File: config.mk
export PLATFORM = sky130hd
export DESIGN_NAME = mem_ctrl
export DESIGN_NICKNAME = d
export VERILOG_FILES = /design/src/rtl/mem_ctrl.sv
export SDC_FILE = /design/constraint.sdc
export NUM_CORES = 1
export LEC_CHECK = 0
export BUFFER_PORTS_ARGS = -buffer_cell sky130_fd_sc_hd__buf_2
export CORE_MARGIN = 10
export CORE_UTILIZATION = 25
export DETAILED_ROUTE_END_ITERATION = 7
export GPL_ROUTABILITY_DRIVEN = 0
export SETUP_SLACK_MARGIN = 0.02
export SYNTH_ARGS = -nofsm -noshare
export SYNTH_HDL_FRONTEND = slang
export SYNTH_SLANG_ARGS = --single-unit
File: constraint.sdc
create_clock -name clk_in -period 2.9 [get_ports clk_in]
set_input_delay 0.435 -clock clk_in [delete_from_list [all_inputs] [get_ports clk_in]]
set_output_delay 0.435 -clock clk_in [all_outputs]
set_load 0.05 [all_outputs]
File: src/rtl/mem_ctrl.sv
// Byte-wide RAM port controller: serialises LSB loads/stores and instruction fetches into
// single-byte RAM accesses and returns one-cycle done pulses with assembled, extended data.
module mem_ctrl #(
  parameter logic [1:0] IO_HI = 2'b11
) (
  input  logic        clk_in,
  input  logic        rst_in,
  input  logic        rdy_in,
  input  logic        clear,
  input  logic        io_buffer_full,
  input  logic [7:0]  mem_din,
  output logic [7:0]  mem_dout,
  output logic [31:0] mem_a,
  output logic        mem_wr,
  input  logic        if_en,
  input  logic [31:0] if_addr,
  output logic        if_done,
  output logic [31:0] if_data,
  input  logic        ls_enable,
  input  logic [31:0] addr,
  input  logic [31:0] store_val,
  input  logic [3:0]  lsb_type,
  output logic        ls_finished,
  output logic [31:0] load_val
);

  typedef enum logic [1:0] {StIdle, StRead, StWrite} state_e;

  state_e      state_q, state_d;
  logic        owner_ls_q, owner_ls_d;
  logic [2:0]  size_q, size_d;
  logic [2:0]  cnt_q, cnt_d;
  logic [2:0]  ext_q, ext_d;
  logic [31:0] a_q, a_d;
  logic [31:0] prev_q;
  logic [31:0] buf_q, buf_d;
  logic [31:0] wdata_q, wdata_d;
  logic [7:0]  dout_q, dout_d;
  logic        kill_q, kill_d;
  logic        ls_fin_q, ls_fin_d;
  logic        if_done_q, if_done_d;
  logic [31:0] if_data_q, if_data_d;
  logic [31:0] load_val_q, load_val_d;

  logic        io_block;
  logic        no_done;
  logic [2:0]  req_size;

  assign io_block = lsb_type[3] && (addr[17:16] == IO_HI) && io_buffer_full;
  assign no_done  = !ls_fin_q && !if_done_q;
  assign req_size = lsb_type[1] ? 3'd4 : (lsb_type[0] ? 3'd2 : 3'd1);

  always_comb begin
    state_d    = state_q;
    owner_ls_d = owner_ls_q;
    size_d     = size_q;
    cnt_d      = cnt_q;
    ext_d      = ext_q;
    a_d        = a_q;
    buf_d      = buf_q;
    wdata_d    = wdata_q;
    dout_d     = dout_q;
    kill_d     = kill_q;
    ls_fin_d   = 1'b0;
    if_done_d  = 1'b0;
    if_data_d  = if_data_q;
    load_val_d = load_val_q;

    unique case (state_q)
      StIdle: begin
        if (no_done && ls_enable && !clear && !io_block) begin
          owner_ls_d = 1'b1;
          size_d     = req_size;
          ext_d      = lsb_type[2:0];
          a_d        = addr;
          cnt_d      = 3'd0;
          buf_d      = 32'd0;
          kill_d     = 1'b0;
          if (lsb_type[3]) begin
            state_d = StWrite;
            dout_d  = store_val[7:0];
            wdata_d = store_val >> 8;
          end else begin
            state_d = StRead;
          end
        end else if (no_done && if_en && !clear) begin
          owner_ls_d = 1'b0;
          size_d     = 3'd4;
          a_d        = if_addr;
          cnt_d      = 3'd0;
          buf_d      = 32'd0;
          state_d    = StRead;
        end
      end

      StRead: begin
        if (clear) begin
          state_d = StIdle;
          a_d     = 32'd0;
        end else begin
          // Byte cnt-1 is on mem_din now: it was addressed in the previous cycle.
          if (cnt_q != 3'd0) begin
            buf_d = buf_q | ({24'd0, mem_din} << {cnt_q - 3'd1, 3'b000});
          end
          if (cnt_q == size_q) begin
            state_d = StIdle;
            if (owner_ls_q) begin
              ls_fin_d = 1'b1;
              unique case (ext_q)
                3'b000:  load_val_d = {{24{buf_d[7]}}, buf_d[7:0]};
                3'b100:  load_val_d = {24'd0, buf_d[7:0]};
                3'b001:  load_val_d = {{16{buf_d[15]}}, buf_d[15:0]};
                3'b101:  load_val_d = {16'd0, buf_d[15:0]};
                default: load_val_d = buf_d;
              endcase
            end else begin
              if_done_d = 1'b1;
              if_data_d = buf_d;
            end
          end else begin
            cnt_d = cnt_q + 3'd1;
            if (cnt_q + 3'd1 < size_q) a_d = a_q + 32'd1;
          end
        end
      end

      StWrite: begin
        // A committed store always completes; clear only silences its done pulse.
        if (clear) kill_d = 1'b1;
        if (cnt_q == size_q - 3'd1) begin
          state_d    = StIdle;
          ls_fin_d   = !(kill_q || clear);
          load_val_d = 32'd0;
        end else begin
          cnt_d   = cnt_q + 3'd1;
          a_d     = a_q + 32'd1;
          dout_d  = wdata_q[7:0];
          wdata_d = wdata_q >> 8;
        end
      end

      default: state_d = StIdle;
    endcase
  end

  always_ff @(posedge clk_in or negedge rst_in) begin
    if (!rst_in) begin
      state_q    <= StIdle;
      owner_ls_q <= 1'b0;
      size_q     <= 3'd0;
      cnt_q      <= 3'd0;
      ext_q      <= 3'd0;
      a_q        <= 32'd0;
      prev_q     <= 32'd0;
      buf_q      <= 32'd0;
      wdata_q    <= 32'd0;
      dout_q     <= 8'd0;
      kill_q     <= 1'b0;
      ls_fin_q   <= 1'b0;
      if_done_q  <= 1'b0;
      if_data_q  <= 32'd0;
      load_val_q <= 32'd0;
    end else if (rdy_in) begin
      state_q    <= state_d;
      owner_ls_q <= owner_ls_d;
      size_q     <= size_d;
      cnt_q      <= cnt_d;
      ext_q      <= ext_d;
      a_q        <= a_d;
      prev_q     <= a_q;
      buf_q      <= buf_d;
      wdata_q    <= wdata_d;
      dout_q     <= dout_d;
      kill_q     <= kill_d;
      ls_fin_q   <= ls_fin_d;
      if_done_q  <= if_done_d;
      if_data_q  <= if_data_d;
      load_val_q <= load_val_d;
    end
  end

  // While paused mid-read, keep re-presenting the previous address so the byte expected on
  // mem_din after the pause is still the one the read sequence is waiting for.
  assign mem_a       = (state_q == StRead && !rdy_in) ? prev_q : a_q;
  assign mem_wr      = rdy_in && (state_q == StWrite);
  assign mem_dout    = dout_q;
  assign if_done     = if_done_q;
  assign if_data     = if_data_q;
  assign ls_finished = ls_fin_q;
  assign load_val    = load_val_q;

endmodule

After elaboration in Yosys (flattened, before gate mapping)
Cells that the tools add are included.

cells by class
  reductions and logical operators = 35
  shift operators = 1
  $lt $le $gt $ge = 1
  bitwise gates (word level) = 3
  muxes and demuxes = 58
  equality and inequality tests = 21
  add/subtract/negate cells = 4

operators with widths
  kind                                                              number
  32-bit 2-to-1 mux                                                 18
  32-bit case mux with 2 select lines                               3
  32-bit case mux with 4 select lines                               1
  32-bit case mux with 3 select lines                               1
  32-bit by 1-bit adder with 32-bit output (second input constant)  1
  32-bit bitwise OR                                                 1
  8-bit by 6-bit left shift with 32-bit output                      1
  3-bit 2-to-1 mux                                                  8
  8-bit 2-to-1 mux                                                  3
  2-bit inequality test (second input constant)                     9
  6-bit AND reduction                                               3
  8-bit case mux with 2 select lines                                1
  2-bit 2-to-1 mux                                                  7
  1-bit 2-to-1 mux                                                  12
  3-bit inequality test (second input constant)                     4
  4-bit AND reduction                                               3
  1-bit logical AND                                                 10
  5-bit AND reduction                                               2
  3-bit case mux with 3 select lines                                1
  2-bit nonzero test                                                4
  3-bit equality test                                               2
  3-bit equality test (second input constant)                       2
  1-bit logical NOT                                                 6
  2-bit case mux with 3 select lines                                1
  13 further kinds                                                  19

word-level totals
  word-level logic and storage cells = 138
  bits in registers = 215
  input port bits = 115

Logic depth before layout (Yosys ltp)
Gate-level depths: netlist of run 1.

  word-level depth = 9
  mapped depth = 9
  depth with buffers taken out = 8

Worst setup path before layout of run 1
No wires, ideal clock.

  kind = register to register
  start = register if_done_q (netlist: if_done)
  end = register dout_q[2] (netlist: mem_dout[2])
  path buffers = 3
  clock period less this slack = 2.513 ns
  setup slack = 0.387 ns
  setup time = 0.125 ns
  stages on the path, launching flop included = 9
  arrival time = 2.388 ns
  data required time = 2.775 ns
  cell sequence = dfrtp_1 -> or4b_4 -> buf_6 -> nor2_8 -> a21oi_2 -> or3_1 -> buf_6 -> buf_8 -> mux2_4

between the ends
  longest elaborated chain between the ends = 7

RTL lines
  element                                 RTL line  source
  from (decl)                             41        logic if_done_q, if_done_d;
  from (signal assigned)                  176       if_done_q <= if_done_d;
  1-bit logical NOT                       50        assign no_done = !ls_fin_q && !if_done_q;
  1-bit logical AND                       50
  1-bit logical AND (3 in series)         71        if (no_done && ls_enable && !clear && !io_block) begin
  2-bit inequality test (no source line)  --
  5-bit AND reduction (no source line)    --
  to (signal assigned)                    173       dout_q <= dout_d;
  to (decl)                               38        logic [7:0] dout_q, dout_d;

Every way passes these cells.
A chain may end at the register's enable or synchronous reset.

Final worst setup path of run 1
  start = register state_q[0]
  end = output mem_a[29]

between the ends
  longest elaborated chain between the ends = 3

RTL lines
  element                                         RTL line  source
  from (decl)                                     29        state_e state_q, state_d;
  from (signal assigned)                          148       state_q <= StIdle;
  from (signal assigned)                          164       state_q <= state_d;
  2-bit by 1-bit equality test with 1-bit output  184       assign mem_a = (state_q == StRead && !rdy_in) ? prev_q : a_q;
  1-bit logical AND                               184
  32-bit 2-to-1 mux                               184
  to (decl)                                       13        output logic [31:0] mem_a,

Every way passes these cells.

==> run_results.csv, run 1 <==
group,metric,value,unit
run_status,status,"finished clean",
pwr,peakVddDrop,0.4934,mV
sta,skew,0.01859,ns
synth,ys_ff_latch,207,
cts,cts-root-buf,"clkbuf_16",
sta,max-slew-margin-rel,53.81,%
placement,place_hpwl,25180,µm
sta,setup_tns,0,ns
setup_path,startpoint_type,"flip-flop",
global_routing,grt_pass1_vias,9009,
cells_and_area,syn_to_final_growth,25.85,%
synth,yosysTopAreaCell,"dfrtp_1",
setup_path,crit_fanout,12,
setup_path,crit_type,"flip-flop to primary output",
drt,routed_wl,34740,µm
drt,vias,8797,
sta,slew_violations,0,
global_routing,grt_overflow,0,
sta,rsz0062_at_grt,"no",
cts,clk_pin_slew,0.06,ns
sta,fmax,361.7,MHz
run,drv_cap,0,
drt,ant_nets,0,
drt,drc,0,
global_routing,grt_use_total,13.12,%
global_routing,antenna_found_initial,5,
cts,clk_path_buf_depth,3,
setup_path,arrival,2.33,ns
drt,drt_pass1_iterations,5,
cells_and_area,final_cell_area,0.01341,mm²
synth,yosysUniqueCellTypes,65,
placement,portBuffers,221,
setup_path,worst_path_largest_cell_delay,0.44,ns
synth,synth_top_area_share,48.62,%
synth,yosysWarnings,0,
pwr,power.density,1203,mW/mm²
setup_path,crit_slowest_cell,"dfrtp_1",
cts,cts_tree,"done",
synth,yosys-top-cells-area,"dfrtp_1, mux2_2, nand2_1",
sta,fin_crit,2.765,ns
synth,async_reset_ff_share,100.0,%
drt,vias_per_cell,4.948,
synth,synth-main-ff-cell,"dfrtp_1",
cells_and_area,drive_above_1_share,36.96,%
setup_path,cp_cell_sequence,"ha_4 > clkinvlp_4 > nor2_4 > buf_4 > clkbuf_16 > o21ai_0 > buf_2",
sta,fin_crit_sh,95.34,%
cts,cts-buffers-inserted,25,
global_routing,grt_pass1_wl,53410,µm
cts,htreeDepth,1,
synth,ys_seq_area_share,48.62,%
synth,syn-cell-area,0.01065,mm²
sta,setup_viol,0,
die,die_h,226.4,µm
drt,drtIter0Drc,681,
cts,cts_sinks,207,
placement,dp_slack,0.1244,ns
synth,syn_inst,996,
hold_path,hp-class,"input pin to flip-flop",
cells_and_area,nNetsFinal,1340,
pwr,power,16130,µW
placement,place_area,0.01248,mm²
synth,syn_avg_cell_area,10.70,µm²
setup_path,crit_required,2.47,ns
sta,hold-worst-slack,0.1244,ns
synth,synth-edff-count,0,
die,core_area,0.04204,mm²
die,start_util,25.34,%
sta,worst-slew-pin-transition,0.6833,ns
die,rows,75,
global_routing,grt_max_degree,77,
die,io_pins,222,
cts,clk_latency,0.53,ns
die,fp.dieW,226.4,µm
setup_path,end_kind,"primary output",
drt,wl_per_cell,19.54,µm
sta,hold_viol,0,
synth,syn-num-nets,1123,
pwr,p_leak,0.006579,µW
sta,layout_setup_ws,0.1350,ns
die,die_area,0.05127,mm²
==> layout by cell type (no fill, tap or decap), drive strengths merged, types with 16 or more instances in the layout <==
cell type  count
dfrtp        207
o31ai         29
nand3         34
buf          258
mux2         131
a22oi         18
nor2          37
clkbuf        39
mux2i         24
a21o          16
a22o          21
inv           21
o21ai         59
a21oi         32
o22ai         18
nand2        119
==> cell type report <==
cell class,count,area [µm²]
Antenna cell,8,20.02
Clock buffer,36,757.0
Clock inverter,9,52.55
Fill cell,4303,28630
Inverter,22,86.33
Multi-Input combinational cell,695,5102
Sequential cell,207,5180
Tap cell,539,674.4
Timing Repair Buffer,262,1535
==> worst paths after layout <==
path,from,endpoint,slack [ns],depth (start not counted)
worst max-delay path,state_q[0]$_DFFE_PN0P_,mem_a[29],0.14,7
worst min-delay path,store_val[29],wdata_q[21]$_DFFE_PN0P_,0.12,2
worst max register to register,cnt_q[0]$_DFFE_PN0P_,load_val[19]$_DFFE_PN0P_,0.24,7
worst min register to register,buf_q[21]$_DFFE_PN0P_,buf_q[21]$_DFFE_PN0P_,0.47,2
max in group asynchronous,rst_in,a_q[24]$_DFFE_PN0P_,1.74,3
min in group asynchronous,rst_in,if_data[0]$_DFFE_PN0P_,0.40,2
==> sequential cells by signal, summed over array words and instances, names as in the netlist <==
register	flops
wdata_q	24
a_q	32
mem_dout	8
owner_ls_q	1
if_data	32
size_q	3
cnt_q	3
kill_q	1
ls_finished	1
if_done	1
buf_q	32
state_q	2
ext_q	3
load_val	32
prev_q	32
==> metal layers <==
metal	GRT usage [%]	up-vias	part of all wire [%]
met4	3.982	0	2.0
li1	-	4130	-
met1	17.03	4371	44
met2	21.40	255	48
met3	2.791	41	6.7
met5	0	-	0
==> worst max-delay path: cells and delay by family (launching register included) <==
kind,cells,cell delay [ns]
buf+inv,4,0.76
simple gates,1,0.06
compound gates,1,0.34
fa+ha+maj,1,0.21
flops,1,0.44
==> cell families (layout without fill, tap and decap cells) <==
logic type / count (synthesis) / after routing / share of synthesized area, %
and+or+nand+nor: 264 / 264 / 11.92
adders and majority gates: 12 / 12 / 1.409
buffers and inverters: 94 / 329 / 3.875
DFF: 207 / 207 / 48.62
xor gates and xnor gates: 5 / 5 / 0.5403
muxes: 155 / 155 / 16.88
AOI/OAI and AO/OA: 259 / 259 / 16.76
other: 0 / 8 / 0
==> where the power goes <==
group	internal (µW)	total, µW	switching (µW)
clock network	1810	3060	1250
logic	2730	8160	5430
registers	4040	4910	869
total	8580	16100	7550
==> stage by stage <==
step / utilization, % / std cells
after floorplan: - / 996
after global placement: 29.69 / 1721
after detailed placement: 29.69 / 1721
after CTS: 31.70 / 1768
after global routing: 31.87 / 1774
final: 31.89 / 1778
==> Yosys cell counts, drive strengths merged (16+ instances only) <==
master	instances
mux2i	24
mux2	131
buf	18
a21o	16
a22o	21
o31ai	29
a21oi	32
inv	21
o21ai	59
a22oi	18
dfrtp	207
o22ai	18
nand2	119
nand3	34
nor2	37
clkbuf	54
==> repair_timing <==
| action | in CTS | in global routing |
|---|---|---|
| gates cloned | 0 | 1 |
| setup buffers | 1 | 1 |
| pin swaps | 0 | 1 |
| endpoints found under the setup margin | 32 | 57 |
| hold buffers | 1 | 0 |
| endpoints found under the hold margin | 38 | 0 |
| gates resized for setup | 5 | 8 |
Note: power is estimated with default switching activity, not from simulation.
==> run 2, diff against run 1 <==
==> constraint.sdc (replaced) <==
create_clock -name clk_in -period 3.5 [get_ports clk_in]
set_input_delay 0.525 -clock clk_in [delete_from_list [all_inputs] [get_ports clk_in]]
set_output_delay 0.525 -clock clk_in [all_outputs]
set_load 0.05 [all_outputs]
==> run 2 against run 1 <==
The flow now finishes with violations (hold timing). Register-to-register slack improved by 0.42 ns. Non-clock buffer count decreased by 12. Via count decreased by 0.92%. Core utilization decreased by 0.53 points. Critical path depth unchanged. Wire length decreased by 1.6%. Design area decreased by 1.7%. Cell count decreased by 1.2%. First-iteration DRC count decreased by 39%. Die area unchanged. Clock power decreased by 17%. Critical endpoint is now mem_a[25].
==> run_results.csv, run 2 (same netlist as run 1, synthesis figures left out) <==
group,metric,value,unit
cts,cts_resized,0,
drt,wl_per_cell,19.46,µm
cts,cts_tree,"done",
setup_path,startpoint_type,"flip-flop",
cells_and_area,final_cell_mix,"buf_2, dfrtp_1, nand2_1",
sta,fin_crit,3.298,ns
cells_and_area,final_common_cell,"buf_2",
die,die_h,226.4,µm
setup_path,worst_path_largest_cell_delay,0.50,ns
pwr,power,13230,µW
placement,place_hpwl,24930,µm
die,die_area,0.05127,mm²
drt,routed_wl,34190,µm
drt,drc,0,
sta,max-slew-margin-rel,37.57,%
pwr,internal_power,7055,µW
global_routing,antenna_found_initial,3,
setup_path,crit_required,2.97,ns
cells_and_area,drive_above_1_share,35.50,%
pwr,p_leak,0.006474,µW
cts,ctsHoldBuffers,0,
die,io_pins,222,
pwr,power.density,1004,mW/mm²
setup_path,end_kind,"primary output",
cts,clk_pin_slew,0.06,ns
cells_and_area,syn_to_final_growth,23.75,%
global_routing,grt_pass1_wl,53210,µm
sta,worst-slew-pin-transition,0.9364,ns
sta,fin_crit_sh,94.22,%
run,drv_cap,0,
cts,htreeDepth,1,
cts,clk_path_buf_depth,3,
pwr,p_clk_share,19.2,%
setup_path,cp_cell_sequence,"inv_1 > ha_1 > inv_1 > nor2_4 > buf_12 > mux2_2 > buf_2",
cts,cts-root-buf,"clkbuf_16",
sta,hold_viol,2,
die,start_util,25.34,%
global_routing,grt_use_total,13.05,%
pwr,p_sw_share,46.68,%
drt,vias_per_cell,4.961,
run_status,violations,"hold timing",
die,fp.dieW,226.4,µm
placement,portBuffers,221,
cts,cts_setup_buffers,0,
setup_path,crit_slowest_cell,"nor2_4",
setup_path,cp_common_cell,"inv_1",
drt,ant_nets,0,
pwr,p_comb_share,50.1,%
sta,fmax,303.2,MHz
cts,cts_sinks,207,
cells_and_area,nNetsFinal,1329,
setup_path,arrival,2.77,ns
sta,skew,0.02255,ns
hold_path,hp-class,"input pin to asynchronous set/reset pin",
sta,hold-worst-slack,-0.007338,ns
global_routing,grt_max_degree,79,
global_routing,grt_overflow,0,
drt,drtIter0Drc,414,
die,core_area,0.04204,mm²
sta,rsz0062_at_grt,"no",
cts,clk_latency,0.54,ns
pwr,p_sw,6176,µW
pwr,peakVddDrop,0.3635,mV
sta,setup_tns,0,ns
die,rows,75,
cells_and_area,fill_cells,4325,
setup_path,crit_type,"flip-flop to primary output",
global_routing,grt_pass1_vias,8954,
setup_path,crit_fanout,25,
sta,setup_viol,0,
sta,slew_violations,0,
drt,vias,8716,
cts,cts-buffers-inserted,26,
drt,drt_pass1_iterations,5,
run_status,status,"finished, violations left",
pwr,p_seq_share,30.7,%
run 2: cell types whose count changed in the layout (fill, tap and decap cells not counted), sizes merged:
cell	before	now
dlygate4sd3	1	0
buf	258	249
diode	8	1
clkinv	9	5
clkbuf	39	38
bufinv	0	1
run 2: path summary, 6_finish.rpt:
path	from	end	slack, ns	depth (start not counted)
setup / recovery	state_q[1]$_DFFE_PN0P_	mem_a[25]	0.20	7
hold / removal	rst_in	if_data[0]$_DFFE_PN0P_	-0.007	1
setup reg to reg	cnt_q[0]$_DFFE_PN0P_	a_q[2]$_DFFE_PN0P_	0.66	8
hold reg to reg	buf_q[20]$_DFFE_PN0P_	buf_q[20]$_DFFE_PN0P_	0.47	2
max in group asynchronous	rst_in	cnt_q[1]$_DFFE_PN0P_	2.56	2
min in group clk_in	store_val[30]	wdata_q[22]$_DFFE_PN0P_	0.21	2
run 2: power by group through the flow:
stage | Combinational [µW] | Sequential, µW | Clock (µW)
after floorplan | 3910 | 4940 | 0
after global placement | 6610 | 4040 | 0
after detailed placement | 6700 | 4090 | 0
after CTS | 6720 | 4060 | 2630
after global routing | 7170 | 4200 | 2740
final | 6630 | 4060 | 2550
run 2: area by class of cell:
| type | instances | area (µm²) | area share, % |
|---|---|---|---|
| clock buffers | 37 | 743.2 | 5.637 |
| diodes | 1 | 2.502 | 0.01898 |
| well taps | 539 | 674.4 | 5.115 |
| flip-flops and latches | 207 | 5180 | 39.29 |
| inverters | 22 | 82.58 | 0.6264 |
| repair buffers | 250 | 1358 | 10.30 |
| multi-input cells | 695 | 5086 | 38.58 |
| clock inverters | 6 | 57.56 | 0.4366 |
run 2: critical path: cells and delay by family (launching register included):
kind | cells | cell delay (ns)
buffers and inverters | 4 | 0.76
and+or+nand+nor | 1 | 0.50
DFF | 1 | 0.41
muxes | 1 | 0.35
adders and majority gates | 1 | 0.17
run 2: per-stage QoR:
stage / utilization (%) / hold slack [ns] / area (µm²) / worst slack [ns] / instances
after floorplan: - / 0.2294 / 10650 / 0.9355 / 996
after global placement: 29.45 / 0.4502 / 12380 / 0.5680 / 1713
after detailed placement: 29.45 / 0.4573 / 12380 / 0.5157 / 1713
after CTS: 31.35 / 0.03993 / 13180 / 0.1561 / 1756
after global routing: 31.36 / 0.05866 / 13180 / 0.02463 / 1757
final: 31.36 / -0.007338 / 13180 / 0.2022 / 1757
run 2: per-layer routing:
| metal | GRT usage (%) | routed length (µm) |
|---|---|---|
| met1 | 16.90 | 15070 |
| met2 | 21.34 | 16190 |
| met3 | 2.804 | 2124 |
| met4 | 3.960 | 777 |
| met5 | 0 | 18 |
==> run 3, diff against run 2 <==
--- a/config.mk
+++ b/config.mk
@@ -5,11 +5,13 @@
 export SDC_FILE = /design/constraint.sdc
 export NUM_CORES = 1
 export LEC_CHECK = 0
+export ABC_AREA = 1
 export BUFFER_PORTS_ARGS = -buffer_cell sky130_fd_sc_hd__buf_2
 export CORE_MARGIN = 10
-export CORE_UTILIZATION = 25
+export CORE_UTILIZATION = 60
 export DETAILED_ROUTE_END_ITERATION = 7
 export GPL_ROUTABILITY_DRIVEN = 0
+export PLACE_DENSITY = 0.86
 export SETUP_SLACK_MARGIN = 0.02
 export SYNTH_ARGS = -nofsm -noshare
 export SYNTH_HDL_FRONTEND = slang
==> run 3 against run 2 <==
The run now ends clean. Fmax is 13% higher. Cell count rose by 14%. Sequential power down 8.1%. Core utilization up 39 points. Synthesized area up 6.3%. Count of clock-buffer cells in the layout shrank 6. First-iteration DRC count is 94% higher. Highest routed layer unchanged. Critical path type unchanged. Synthesized cell count rose by 57%. Largest cell class unchanged.
==> run_results.csv, run 3 <==
group,metric,value,unit
setup_path,crit_required,2.97,ns
cells_and_area,fill_cells,1529,
sta,fmax,341.6,MHz
synth,async_reset_ff_share,100.0,%
global_routing,grt_pass1_vias,10379,
sta,hold-worst-slack,0.05393,ns
die,start_util,60.72,%
drt,ant_nets,0,
placement,portBuffers,221,
cells_and_area,final_cell_mix,"nand2_1, buf_2, dfrtp_1",
drt,drc,0,
cts,cts_sinks,207,
cts,clk_pin_slew,0.06,ns
setup_path,cp_cell_sequence,"inv_1 > ha_1 > nand2_2 > buf_4 > o21ai_0 > buf_2",
die,die_h,157.4,µm
drt,vias_per_cell,5.463,
drt,top_layer,"met5",
sta,fin_crit,2.927,ns
sta,rsz0062_at_grt,"no",
setup_path,rr_worst_depth,10,
synth,synth_top_area_share,45.76,%
synth,synth-main-ff-cell,"dfrtp_1",
synth,ys_ff_latch,207,
pwr,p_sw_share,48.06,%
die,rows,50,
sta,max-slew-margin-rel,37.79,%
synth,syn-num-nets,1689,
cells_and_area,final_cell_area,0.01320,mm²
pwr,peakVddDrop,0.5705,mV
sta,setup_viol,0,
setup_path,crit_fanout,35,
drt,wl_per_cell,15.97,µm
setup_path,crit_buf_inv,3,
setup_path,arrival,2.40,ns
global_routing,grt_pass1_wl,51190,µm
setup_path,path_depth,6,
drt,vias,10904,
drt,met3RoutedLength,2859,µm
cells_and_area,diodes,0,
die,die_area,0.02476,mm²
cts,cts_setup_buffers,0,
placement,dp_slack,0.7778,ns
die,core_area,0.01864,mm²
run_status,status,"finished clean",
cts,htreeDepth,1,
cts,cts-root-buf,"clkbuf_16",
cts,clk_latency,0.52,ns
sta,layout_setup_ws,0.5727,ns
synth,synth-edff-count,0,
setup_path,crit_slowest_cell,"dfrtp_1",
global_routing,grt_overflow,0,
synth,yosysUniqueCellTypes,38,
die,fp.dieW,157.4,µm
sta,setup_tns,0,ns
cts,clk_path_buf_depth,3,
pwr,power,11060,µW
synth,synth_common_cells,"nand2_1, dfrtp_1, o21ai_0, inv_1, nand3_1",
sta,fin_crit_sh,83.64,%
cells_and_area,final_common_cell,"nand2_1",
cells_and_area,syn_to_final_growth,16.58,%
drt,drt-met1-wl,13110,µm
drt,wl_met2,14960,µm
cells_and_area,nNetsFinal,1875,
cts,ctsHoldBuffers,0,
setup_path,worst_path_largest_cell_delay,0.40,ns
synth,syn-cell-area,0.01132,mm²
pwr,internal_power,5743,µW
pwr,p_sw,5314,µW
sta,worst-slew-pin-transition,0.9317,ns
global_routing,grt_max_degree,91,
synth,ys_seq_area_share,45.76,%
synth,yosys-top-cells-area,"dfrtp_1, nand2_1, o21ai_0",
synth,syn_inst,1562,
synth,yosysWarnings,0,
setup_path,end_kind,"primary output",
pwr,p_seq_share,33.7,%
setup_path,startpoint_type,"flip-flop",
cts,cts_tree,"done",
drt,drt_pass1_iterations,7,
pwr,p_clk_share,20.7,%
setup_path,crit_type,"flip-flop to primary output",
placement,place_hpwl,22790,µm
pwr,p_leak,0.007189,µW
setup_path,path_delay_family,"buffers and inverters",
synth,synth_most_common_cell,"nand2_1",
die,io_pins,222,
synth,syn_avg_cell_area,7.248,µm²
sta,hold_viol,0,
sta,skew,0.01464,ns
drt,routed_wl,31880,µm
pwr,p_comb_share,45.6,%
cells_and_area,drive_above_1_share,17.59,%
cts,cts_resized,0,
pwr,power.density,837.8,mW/mm²
drt,drtIter0Drc,805,
placement,place_area,0.01249,mm²
run,drv_cap,0,
cts,cts-buffers-inserted,22,
hold_path,hp-class,"input pin to asynchronous set/reset pin",
global_routing,antenna_found_initial,2,
synth,yosysTopAreaCell,"dfrtp_1",
global_routing,grt_use_total,25.08,%
sta,slew_violations,0,
==> run 3: cell types whose count changed in the layout (fill, tap and decap cells not counted), moves of 15 or more <==
cell / delta
o31ai_1: -29
a22oi_1: -18
nand2_1: +450
o21ai_0: +112
a21o_1: -15
nand3_1: +103
mux2_2: -108
nor2_1: +52
o21ai_1: +32
mux2_4: -22
inv_1: +143
a22o_1: -21
o22ai_1: -18
==> run 3: final timing paths <==
kind	start	to	slack, ns
setup reg to reg	state_q[1]$_DFFE_PN0P_	a_q[12]$_DFFE_PN0P_	0.63
min in group clk_in	lsb_type[0]	size_q[0]$_DFFE_PN0P_	0.23
hold / removal	rst_in	prev_q[17]$_DFFE_PN0P_	0.05
max in group asynchronous	rst_in	wdata_q[16]$_DFFE_PN0P_	2.58
setup / recovery	state_q[1]$_DFFE_PN0P_	mem_a[1]	0.57
hold reg to reg	load_val[9]$_DFFE_PN0P_	load_val[9]$_DFFE_PN0P_	0.46
==> run 3: metal layers <==
metal	vias to the layer above	global-route usage (%)
li1	5306	-
met4	4	7.480
met1	5030	32.12
met3	72	5.076
met2	492	41.99
met5	-	0
==> run 3: worst reg2reg max path, cell delays in order, from the launching register on <==
cell	delay [ns]
dfrtp_1	0.37
inv_1	0.08
ha_1	0.28
inv_4	0.11
nor2_1	0.09
o21ai_1	0.70
inv_1	0.61
o211ai_1	0.30
nand2_1	0.07
nand2_1	0.07
nand2_1	0.05
==> run 3: power by group through the flow <==
stage	clock (µW)	combinational, µW	sequential (µW)
after floorplan	0	3180	4290
after global placement	0	4850	3720
after detailed placement	0	4990	3750
after CTS	2320	5030	3710
after global routing	2430	5520	3820
final	2290	5040	3730
==> run 3: through the flow <==
step                utilization [%]  std cells
floorplan                         -       1562
global placement              66.99       1958
detailed placement            66.99       1958
CTS                           70.79       1996
global route                  70.79       1996
finish                        70.79       1996
==> run 3: cell families after synthesis <==
family | Yosys count | synth area share [%]
adders and majority gates | 12 | 1.326
xor gates and xnor gates | 2 | 0.1548
and+or+nand+nor | 821 | 30.16
AOI/OAI and AO/OA | 245 | 11.04
buffers and inverters | 250 | 9.339
DFF | 207 | 45.76
muxes | 25 | 2.221
==> run 3: final cells by class <==
class	count	area (µm²)	area share, %
Sequential cell	207	5180	39.25
Multi-Input combinational cell	1105	5096	38.61
Timing Repair Buffer	237	1260	9.547
Inverter	175	660.6	5.006
Clock buffer	31	634.4	4.807
Tap cell	234	292.8	2.218
Clock inverter	7	73.82	0.5593
